--- config.mk ---
export PLATFORM = sky130hd
export DESIGN_NAME = ray_unit_sequencer
export DESIGN_NICKNAME = d
export VERILOG_FILES = /design/src/rtl/ray_unit_sequencer.sv
export SDC_FILE = /design/constraint.sdc
export NUM_CORES = 1
export LEC_CHECK = 0
export ABC_AREA = 1
export CORE_MARGIN = 8
export CORE_UTILIZATION = 46
export CTS_CLUSTER_DIAMETER = 120
export DETAILED_ROUTE_END_ITERATION = 16
export GPL_TIMING_DRIVEN = 0
export PLACE_DENSITY = 0.74
export REMOVE_ABC_BUFFERS = 1
export SYNTH_ARGS = -nofsm -noshare
export SYNTH_HDL_FRONTEND = slang
export SYNTH_SLANG_ARGS = --single-unit
--- constraint.sdc ---
create_clock -name clk_i -period 6.9 [get_ports clk_i]
set_clock_uncertainty 0.2 [all_clocks]
set_input_delay 1.035 -clock clk_i [delete_from_list [all_inputs] [get_ports clk_i]]
set_output_delay 1.035 -clock clk_i [all_outputs]
set_load 0.005 [all_outputs]
--- src/rtl/ray_unit_sequencer.sv ---
// ray_unit_sequencer: queues rays and marches each one through lookup/step cycles until hit, exit or step budget, then writes its pixel.
// Ports:
//   clk_i, rst_ni                 clock (rising edge), asynchronous active-low reset
//   ray_*                         ray input handshake and payload {q, v, pixel address}
//   traverse_*                    tree lookup request at the current position
//   result_*                      lookup result strobe, material (0 = empty) and leaf depth
//   step_*                        stepper request {q, v, cell lower/upper bound} and its result
//   write_*                       pixel write handshake
//   busy_o, queue_count_o         activity and queue occupancy
//   ray_done_o, ray_hit_o         one-cycle completion pulse and hit flag
module ray_unit_sequencer #(
  parameter int POSITION_WIDTH = 16,
  parameter int DATA_WIDTH = 24,
  parameter int ADDRESS_WIDTH = 32,
  parameter int QUEUE_DEPTH = 4,
  parameter int MAX_STEPS = 255,
  parameter logic [DATA_WIDTH-1:0] BACKGROUND = '0,
  localparam int DEPTH_WIDTH = $clog2(POSITION_WIDTH) + 1,
  localparam int COUNT_WIDTH = $clog2(QUEUE_DEPTH) + 1
) (
  input  logic                        clk_i,
  input  logic                        rst_ni,
  input  logic                        ray_valid_i,
  output logic                        ray_ready_o,
  input  logic [3*POSITION_WIDTH-1:0] ray_q_i,
  input  logic [3*POSITION_WIDTH-1:0] ray_v_i,
  input  logic [ADDRESS_WIDTH-1:0]    ray_pixel_address_i,
  output logic                        traverse_valid_o,
  input  logic                        traverse_ready_i,
  output logic [3*POSITION_WIDTH-1:0] traverse_position_o,
  input  logic                        result_valid_i,
  input  logic [DATA_WIDTH-1:0]       result_material_i,
  input  logic [DEPTH_WIDTH-1:0]      result_depth_i,
  output logic                        step_valid_o,
  input  logic                        step_ready_i,
  output logic [3*POSITION_WIDTH-1:0] step_q_o,
  output logic [3*POSITION_WIDTH-1:0] step_v_o,
  output logic [3*POSITION_WIDTH-1:0] step_l_o,
  output logic [3*POSITION_WIDTH-1:0] step_u_o,
  input  logic                        step_done_i,
  input  logic [3*POSITION_WIDTH-1:0] step_qp_i,
  input  logic                        step_out_of_bounds_i,
  output logic                        write_valid_o,
  input  logic                        write_ready_i,
  output logic [ADDRESS_WIDTH-1:0]    write_address_o,
  output logic [DATA_WIDTH-1:0]       write_data_o,
  output logic                        busy_o,
  output logic [COUNT_WIDTH-1:0]      queue_count_o,
  output logic                        ray_done_o,
  output logic                        ray_hit_o
);
  localparam int PW = POSITION_WIDTH;
  localparam int VW = 3 * PW;
  localparam int PTR_W = $clog2(QUEUE_DEPTH);
  localparam int ENTRY_W = 2 * VW + ADDRESS_WIDTH;
  localparam int STEP_W = $clog2(MAX_STEPS + 1);
  localparam logic [DEPTH_WIDTH-1:0] PW_D = DEPTH_WIDTH'(PW);
  typedef enum logic [2:0] {IDLE, TRAVERSE_REQ, TRAVERSE_WAIT, STEP_REQ, STEP_WAIT, WRITE} state_e;
  state_e state_q, state_d;
  logic [ENTRY_W-1:0] mem_q [QUEUE_DEPTH];
  logic [PTR_W-1:0] wr_ptr_q, rd_ptr_q;
  logic [COUNT_WIDTH-1:0] count_q;
  logic push, pop;
  logic [VW-1:0] q_q, q_d, v_q, v_d;
  logic [ADDRESS_WIDTH-1:0] addr_q, addr_d;
  logic [STEP_W-1:0] cnt_q, cnt_d;
  logic [DEPTH_WIDTH-1:0] depth_q, depth_d, shamt;
  logic [DATA_WIDTH-1:0] data_q, data_d;
  logic hit_q, hit_d, done_q, done_d, done_hit_q, done_hit_d;
  logic [PW-1:0] mask;
  // ready is gated by reset so nothing is offered while the block is held in reset
  assign ray_ready_o = rst_ni && (count_q < COUNT_WIDTH'(QUEUE_DEPTH));
  assign push = ray_valid_i && ray_ready_o;
  assign pop = (state_q == IDLE) && (count_q != '0);
  always_ff @(posedge clk_i or negedge rst_ni)
    if (!rst_ni) begin
      wr_ptr_q <= '0;
      rd_ptr_q <= '0;
      count_q <= '0;
    end else begin
      if (push) wr_ptr_q <= wr_ptr_q + PTR_W'(1);
      if (pop) rd_ptr_q <= rd_ptr_q + PTR_W'(1);
      count_q <= count_q + COUNT_WIDTH'(push) - COUNT_WIDTH'(pop);
    end
  always_ff @(posedge clk_i)
    if (push) mem_q[wr_ptr_q] <= {ray_q_i, ray_v_i, ray_pixel_address_i};
  always_comb begin
    state_d = state_q;
    q_d = q_q;
    v_d = v_q;
    addr_d = addr_q;
    cnt_d = cnt_q;
    depth_d = depth_q;
    data_d = data_q;
    hit_d = hit_q;
    done_d = 1'b0;
    done_hit_d = 1'b0;
    unique case (state_q)
      IDLE: if (pop) begin
        {q_d, v_d, addr_d} = mem_q[rd_ptr_q];
        cnt_d = '0;
        state_d = TRAVERSE_REQ;
      end
      TRAVERSE_REQ: state_d = traverse_ready_i ? TRAVERSE_WAIT : TRAVERSE_REQ;
      TRAVERSE_WAIT: if (result_valid_i) begin
        depth_d = result_depth_i;
        if (result_material_i != '0) begin
          data_d = result_material_i;
          hit_d = 1'b1;
          state_d = WRITE;
        end else if (cnt_q == STEP_W'(MAX_STEPS)) begin
          data_d = BACKGROUND;
          hit_d = 1'b0;
          state_d = WRITE;
        end else state_d = STEP_REQ;
      end
      STEP_REQ: state_d = step_ready_i ? STEP_WAIT : STEP_REQ;
      STEP_WAIT: if (step_done_i) begin
        if (step_out_of_bounds_i) begin
          data_d = BACKGROUND;
          hit_d = 1'b0;
          state_d = WRITE;
        end else begin
          q_d = step_qp_i;
          cnt_d = cnt_q + STEP_W'(1);
          state_d = TRAVERSE_REQ;
        end
      end
      WRITE: if (write_ready_i) begin
        state_d = IDLE;
        done_d = 1'b1;
        done_hit_d = hit_q;
      end
      default: state_d = IDLE;
    endcase
  end
  always_ff @(posedge clk_i or negedge rst_ni)
    if (!rst_ni) begin
      state_q <= IDLE;
      q_q <= '0;
      v_q <= '0;
      addr_q <= '0;
      cnt_q <= '0;
      depth_q <= '0;
      data_q <= '0;
      hit_q <= 1'b0;
      done_q <= 1'b0;
      done_hit_q <= 1'b0;
    end else begin
      state_q <= state_d;
      q_q <= q_d;
      v_q <= v_d;
      addr_q <= addr_d;
      cnt_q <= cnt_d;
      depth_q <= depth_d;
      data_q <= data_d;
      hit_q <= hit_d;
      done_q <= done_d;
      done_hit_q <= done_hit_d;
    end
  // cell size mask built one bit wider so depth 0 yields all ones after truncation
  assign shamt = PW_D - depth_q;
  assign mask = PW'(({{PW{1'b0}}, 1'b1} << shamt) - {{PW{1'b0}}, 1'b1});
  assign traverse_valid_o = state_q == TRAVERSE_REQ;
  assign traverse_position_o = q_q;
  assign step_valid_o = state_q == STEP_REQ;
  assign step_q_o = q_q;
  assign step_v_o = v_q;
  assign step_l_o = q_q & ~{3{mask}};
  assign step_u_o = q_q | {3{mask}};
  assign write_valid_o = state_q == WRITE;
  assign write_address_o = addr_q;
  assign write_data_o = data_q;
  assign busy_o = (count_q != '0) || (state_q != IDLE);
  assign queue_count_o = count_q;
  assign ray_done_o = done_q;
  assign ray_hit_o = done_hit_q;
endmodule

==> results of run 1 <==
## power groups by stage
stage / registers (uW) / clock network (uW) / logic [uW]
floorplan: 5950 / 0 / 2970
global placement: 6230 / 0 / 6050
detailed placement: 5840 / 0 / 6630
CTS: 5770 / 4090 / 6660
global route: 5840 / 4260 / 7210
finish: 5770 / 4010 / 6590
## logic make-up (layout without fill, tap and decap cells)
| kind of cell | count (synthesis) | after routing | share of synthesized area, % |
|---|---|---|---|
| XOR/XNOR | 8 | 8 | 0.2499 |
| buffers and inverters | 334 | 842 | 5.707 |
| AO/OA/AOI/OAI | 509 | 509 | 10.13 |
| other | 0 | 7 | 0 |
| flip-flops | 690 | 690 | 70.72 |
| AND/OR/NAND/NOR | 890 | 890 | 12.77 |
| adder cells (fa/ha/maj) | 9 | 9 | 0.4284 |
## metrics by stage
stage               worst slack, ns  util [%]  std cells
global route                  1.950     60.67       3734
floorplan                    -1.386         -       2255
detailed placement            1.960     56.55       3596
finish                        2.183     60.68       3737
CTS                           2.151     60.65       3730
global placement             -13.84     54.96       3556
## layer usage
metal,up-vias,track usage (%),wire [um]
met5,-,0,57
met1,10110,27.03,31300
li1,9322,-,-
met3,184,6.838,6365
met4,8,8.281,2881
met2,795,39.52,40650
## Yosys cell counts
cell      instances  area [um^2]
nor4_2            1        12.51
fa_1              1        20.02
inv_1           137        514.2
a31oi_1          81        506.7
or2_1             1        6.260
nor2_4            4        45.04
edfxtp_1        512        15370
buf_6             8        90.09
nand2_1         148        555.5
buf_2            43        215.2
nand3_1          22        110.1
o21ai_0         301         1506
a21oi_2           1        8.760
o31ai_1           1        7.510
clkbuf_1         67        251.5
nand4_1          32        200.2
nand2_2          10        62.56
nor3_1            3        15.01
buf_4            62        465.5
o22ai_2          10        125.1
dfrtp_1         178         4454
nor3_2            1        10.01
o22ai_1          86        538.0
nand3_4           1        17.52
o21ai_2           1        8.760
nor2_2            4        25.02
ha_1              8        100.1
a21oi_1          13        65.06
o21ai_1          15        75.07
nand3_2           5        50.05
nor2_1          658         2470
xor2_1            5        43.79
xnor2_1           3        26.28
buf_1             5        18.77
inv_2            12        45.04
## how the worst max path moves through the flow
stage	from	endpoint	slack (ns)	depth (start not counted)
2_1_floorplan	rd_ptr_q[0]	step_q_o[22]	-1.39	5
3_3_place_gp	rst_ni	mem_q[3][48]	-13.84	5
3_5_place_dp	rst_ni	mem_q[1][48]	1.96	9
4_1_cts	depth_q[2]	step_u_o[6]	2.15	13
5_1_grt	depth_q[2]	step_u_o[6]	1.95	13
6_report	depth_q[2]	step_u_o[6]	2.18	13
## layout by cell type, fill, tap and decap left out, drive strengths merged, types with 7 or more instances in the layout
master | netlist | final
clkbuf | 67 | 91
edfxtp | 512 | 512
inv | 149 | 157
ha | 8 | 8
a21oi | 14 | 14
o22ai | 96 | 96
nand3 | 28 | 28
nand2 | 158 | 158
diode | 0 | 7
clkinv | 0 | 22
nand4 | 32 | 32
nor2 | 666 | 666
clkdlybuf4s50 | 0 | 518
dfrtp | 178 | 178
bufinv | 0 | 10
a31oi | 81 | 81
o21ai | 317 | 317
buf | 118 | 41
## flip-flops by register name, indices dropped and copies added, names as in the netlist
signal / cells
rd_ptr_q: 2
state_q: 3
wr_ptr_q: 2
cnt_q: 8
queue_count_o: 3
write_address_o: 32
ray_hit_o: 1
mem_q: 512
step_v_o: 48
hit_q: 1
write_data_o: 24
step_q_o: 48
ray_done_o: 1
depth_q: 5
## layout make-up
class | instances | share of cell area (%)
Sequential cell | 690 | 54.16
Timing Repair Buffer | 559 | 16.62
Clock inverter | 43 | 1.431
Tap cell | 782 | 2.671
Antenna cell | 7 | 0.04783
Multi-Input combinational cell | 1416 | 18.17
Inverter | 149 | 1.568
Clock buffer | 91 | 5.333
==> flow_metrics.py, run 1 <==
metrics = {
    "run_status": {
        "status": "finished clean",
    },
    "worst_setup_path": {
        "critPathMaxStageDelay_ns": 0.52,
        "crit_arrival_ns": 3.48,
        "rr_worst_depth": 11,
        "crit_required_ns": 5.66,
        "critPathTopFamily": "simple AND/OR/NAND/NOR gates",
        "cp_slowest_cell": "dfrtp_1",
        "crit_buf_inv": 4,
        "endpoint_kind": "output pin",
        "r2r_slack_ns": 3.69,
        "r2r_end": "step_q_o[3]",
        "critical_path.reg2reg.startpoint": "state_q[1]",
        "critPathMaxFanout": 12,
        "worstSetupPathType": "reg -> out",
        "path_cells": "nor2_1 > nand2_2 > nor2_2 > inv_2 > ha_1 > inv_1 > nor2_2 > inv_2 > nor2_1 > nand2_1 > xor2_1 > nand2_1 > clkdlybuf4s50_1",
        "critPathLaunchType": "register",
    },
    "sta": {
        "worst_pin_slew_ns": 0.8908,
        "maxSlewViolCount": 0,
        "period_needed_ns": 4.717,
        "hold-worst-slack_ns": 0.1940,
        "hold_violations": 0,
        "setup_tns_ns": 0,
        "finalCritPeriodShare_pct": 68.37,
        "grt_setup_unrepaired": "no",
        "fmax_ghz": 0.2120,
        "setup_viol": 0,
        "maxSlewHeadroom_pct": 40.61,
    },
    "finish": {
        "ff_latch_area_mm2": 0.01984,
        "drive_above_1_share_pct": 7.361,
        "fillers": 4570,
        "final_nets": 3111,
        "design_area_mm2": 0.03663,
        "multiInputGateArea_mm2": 0.006655,
        "syn_to_final_growth_pct": 30.61,
    },
    "routing": {
        "first_pass_iters": 7,
        "vias": 20420,
        "drt_iter0_drc": 1723,
        "wl_um": 81250,
        "postRouteAntennaNets": 0,
        "drc": 0,
        "viasPerCell": 5.464,
        "wl_per_cell_um": 21.74,
    },
    "global_route": {
        "antenna_found_initial": 11,
        "globalRoute.totalOverflow": 0,
        "grt_pass1_vias": 20830,
        "grt_pass1_wl_um": 124000,
        "grt_max_degree": 179,
        "grt_use_total_pct": 22.90,
    },
    "synth": {
        "synthesis.area_mm2": 0.02804,
        "synth_area_per_cell_um2": 11.49,
        "ys.warnings.count": 0,
        "ys_seq_elements": 690,
        "synth_cell_types": 35,
        "ys_seq_area_share_pct": 70.72,
        "netlist_instances": 2440,
    },
    "die": {
        "rows": 90,
        "start_util_pct": 46.46,
        "coreArea_mm2": 0.06036,
        "dieArea_mm2": 0.06911,
        "die_x_um": 262.9,
        "fp.dieH_um": 262.9,
        "io_pins": 520,
    },
    "placed_design": {
        "hpwl_um": 53880,
        "port_buffers": 519,
        "gp_congestion": 0.9386,
        "dpl_cell_area_mm2": 0.03413,
    },
    "power_and_ir_drop": {
        "power_frac_seq_pct": 35.3,
        "vdd_drop_max_uv": 313.3,
        "p_per_area_mw_per_mm2": 446.9,
        "clock_power_share_pct": 24.5,
        "p_sw_uw": 5817,
        "power.share.switching_pct": 35.54,
        "internal_power_uw": 10550,
        "pwr-share-comb_pct": 40.3,
        "p_leak_uw": 0.01356,
        "finalPower_uw": 16370,
    },
    "cts": {
        "cts-root-buf": "clkbuf_16",
        "cts-buffers-inserted": 72,
        "clock_path_buffers": 3,
        "htree_levels": 3,
        "clk_pin_slew_ns": 0.06,
        "cts_tree": "built",
        "post_cts_buffers": 0,
        "holdBufCountCts": 0,
        "clk_latency_ns": 0.60,
        "clock-sinks": 690,
        "ctsResizeCount": 0,
    },
    "worst_hold_path": {
        "hp-class": "in -> async",
    },
    "job": {
        "drv_cap": 0,
    },
}
Power figures use the tool's default switching activity.
==> run 2: changes to the inputs <==
PLACE_DENSITY = 0.72   (was 0.74)
clock period = 4.9 ns   (was 6.9 ns; I/O delays follow)
==> flow_metrics.py, run 2 (synthesis results as in run 1) <==
metrics = {
    "placed_design": {
        "gp_congestion": 0.9131,
        "dpl_cell_area_mm2": 0.03415,
        "port_buffers": 519,
        "hpwl_um": 54220,
        "dp_worst_setup_slack_ns": 0.3006,
    },
    "worst_setup_path": {
        "rr_worst_depth": 8,
        "r2r_slack_ns": 1.54,
        "critPathMaxFanout": 12,
        "critical_path.startpoint": "depth_q[2]",
        "critical_path.reg2reg.startpoint": "rd_ptr_q[0]",
        "crit_arrival_ns": 3.84,
        "critical_path.endpoint": "step_l_o[22]",
        "worstSetupPathType": "reg -> out",
        "r2r_end": "step_q_o[41]",
        "endpoint_kind": "output pin",
        "critPathLaunchType": "register",
        "crit_required_ns": 3.96,
    },
    "cts": {
        "clk_latency_ns": 0.61,
        "clk_pin_slew_ns": 0.06,
        "clock_path_buffers": 3,
        "htree_levels": 3,
        "clock-sinks": 690,
        "cts_tree": "built",
        "cts-buffers-inserted": 72,
        "cts-root-buf": "clkbuf_16",
    },
    "power_and_ir_drop": {
        "p_leak_uw": 0.01349,
        "p_sw_uw": 8178,
        "power.share.switching_pct": 35.92,
        "pwr-share-comb_pct": 40.8,
        "p_per_area_mw_per_mm2": 623.5,
        "power_frac_seq_pct": 35.6,
        "clock_power_share_pct": 23.6,
        "internal_power_uw": 14590,
        "vdd_drop_max_uv": 348.9,
    },
    "routing": {
        "first_pass_iters": 7,
        "viasPerCell": 5.401,
        "drc": 0,
        "wl_um": 80870,
        "postRouteAntennaNets": 0,
        "wl_per_cell_um": 21.66,
        "vias": 20170,
        "drt_iter0_drc": 1332,
    },
    "finish": {
        "final_nets": 3112,
        "largest_reg_flops": 512,
        "largest-register": "mem_q",
        "drive_above_1_share_pct": 7.123,
        "design_area_mm2": 0.03652,
        "mostFrequentLayoutCells": "nor2_1, clkdlybuf4s50_1, edfxtp_1",
        "mostFrequentLayoutCell": "nor2_1",
        "syn_to_final_growth_pct": 30.23,
        "final_core_util_pct": 60.50,
    },
    "global_route": {
        "grt_use_total_pct": 22.76,
        "grt_max_degree": 141,
        "grt_pass1_vias": 20580,
        "antenna_found_initial": 13,
        "grt_pass1_wl_um": 122900,
        "globalRoute.totalOverflow": 0,
    },
    "die": {
        "io_pins": 520,
        "start_util_pct": 46.46,
        "coreArea_mm2": 0.06036,
        "rows": 90,
        "dieArea_mm2": 0.06911,
        "die_x_um": 262.9,
        "fp.dieH_um": 262.9,
    },
    "sta": {
        "worst_pin_slew_ns": 0.8425,
        "maxSlewHeadroom_pct": 43.70,
        "hold-worst-slack_ns": 0.2710,
        "finalCritPeriodShare_pct": 97.45,
        "hold_violations": 0,
        "maxSlewViolCount": 0,
        "setup_viol": 0,
        "setup_tns_ns": 0,
        "fmax_ghz": 0.2094,
        "period_needed_ns": 4.775,
        "grt_setup_unrepaired": "no",
        "timing.final.ws_setup_ns": 0.1250,
    },
    "job": {
        "drv_cap": 0,
    },
    "worst_hold_path": {
        "hp-class": "reg -> reg",
    },
    "run_status": {
        "status": "finished clean",
    },
}
run 2: area by class of cell:
cell class                      count  area (um^2)
Clock inverter                     34        334.1
Tap cell                          782        978.4
Sequential cell                   690        19840
Fill cell                        4624        23840
Inverter                          149        574.3
Timing Repair Buffer              560         6118
Antenna cell                        4        10.01
Multi-Input combinational cell   1416         6663
Clock buffer                       99         2003
run 2: timing repair:
item / 4_1_cts / 5_1_grt
resized for setup: 1 / 0
buffers inserted: 0 / 0
setup endpoints to repair: 2 / 0
hold endpoints to repair: 59 / 0
hold buffers: 1 / 0
run 2: critical path, cell delays in order (launching register included):
cell,delay [ns]
dfrtp_1,0.58
nor2_1,0.20
nand2_2,0.12
nor2_2,0.09
inv_2,0.19
ha_1,0.18
inv_1,0.07
nor2_2,0.19
inv_2,0.06
nor2_1,0.18
nand2_1,0.16
xnor2_1,0.57
nor2_1,0.16
clkdlybuf4s50_1,0.49
run 2: through the flow:
stage,std cells,power (uW)
after floorplan,2255,12520
after global placement,3556,16740
after detailed placement,3596,17590
after CTS,3730,23000
after global routing,3732,24080
final,3734,22770
run 2: metal layers:
metal,up-vias,GRT usage (%),part of all wire (%)
li1,9331,-,-
met1,9970,26.48,38
met2,719,40.51,51
met3,128,6.819,7.9
met4,18,6.532,2.2
met5,-,0,0.13
run 2: worst min path at each step:
| stage | start | to | slack (ns) | cells after the start |
|---|---|---|---|---|
| 5_1_grt | write_data_o[9] | write_data_o[9] | 0.28 | 2 |
| 3_5_place_dp | write_data_o[9] | write_data_o[9] | 0.26 | 2 |
| 4_1_cts | write_data_o[9] | write_data_o[9] | 0.27 | 2 |
| 3_3_place_gp | write_data_o[10] | write_data_o[10] | 0.26 | 2 |
| 6_report | write_data_o[9] | write_data_o[9] | 0.27 | 2 |
| 2_1_floorplan | rst_ni | cnt_q[0] | 0.24 | 0 |
run 2: power by group through the flow:
stage | logic, uW | registers [uW] | clock network [uW]
after global placement | 8080 | 8670 | 0
final | 9290 | 8110 | 5370
after global routing | 10200 | 8210 | 5680
after CTS | 9410 | 8110 | 5470
after floorplan | 4150 | 8380 | 0
after detailed placement | 9380 | 8210 | 0
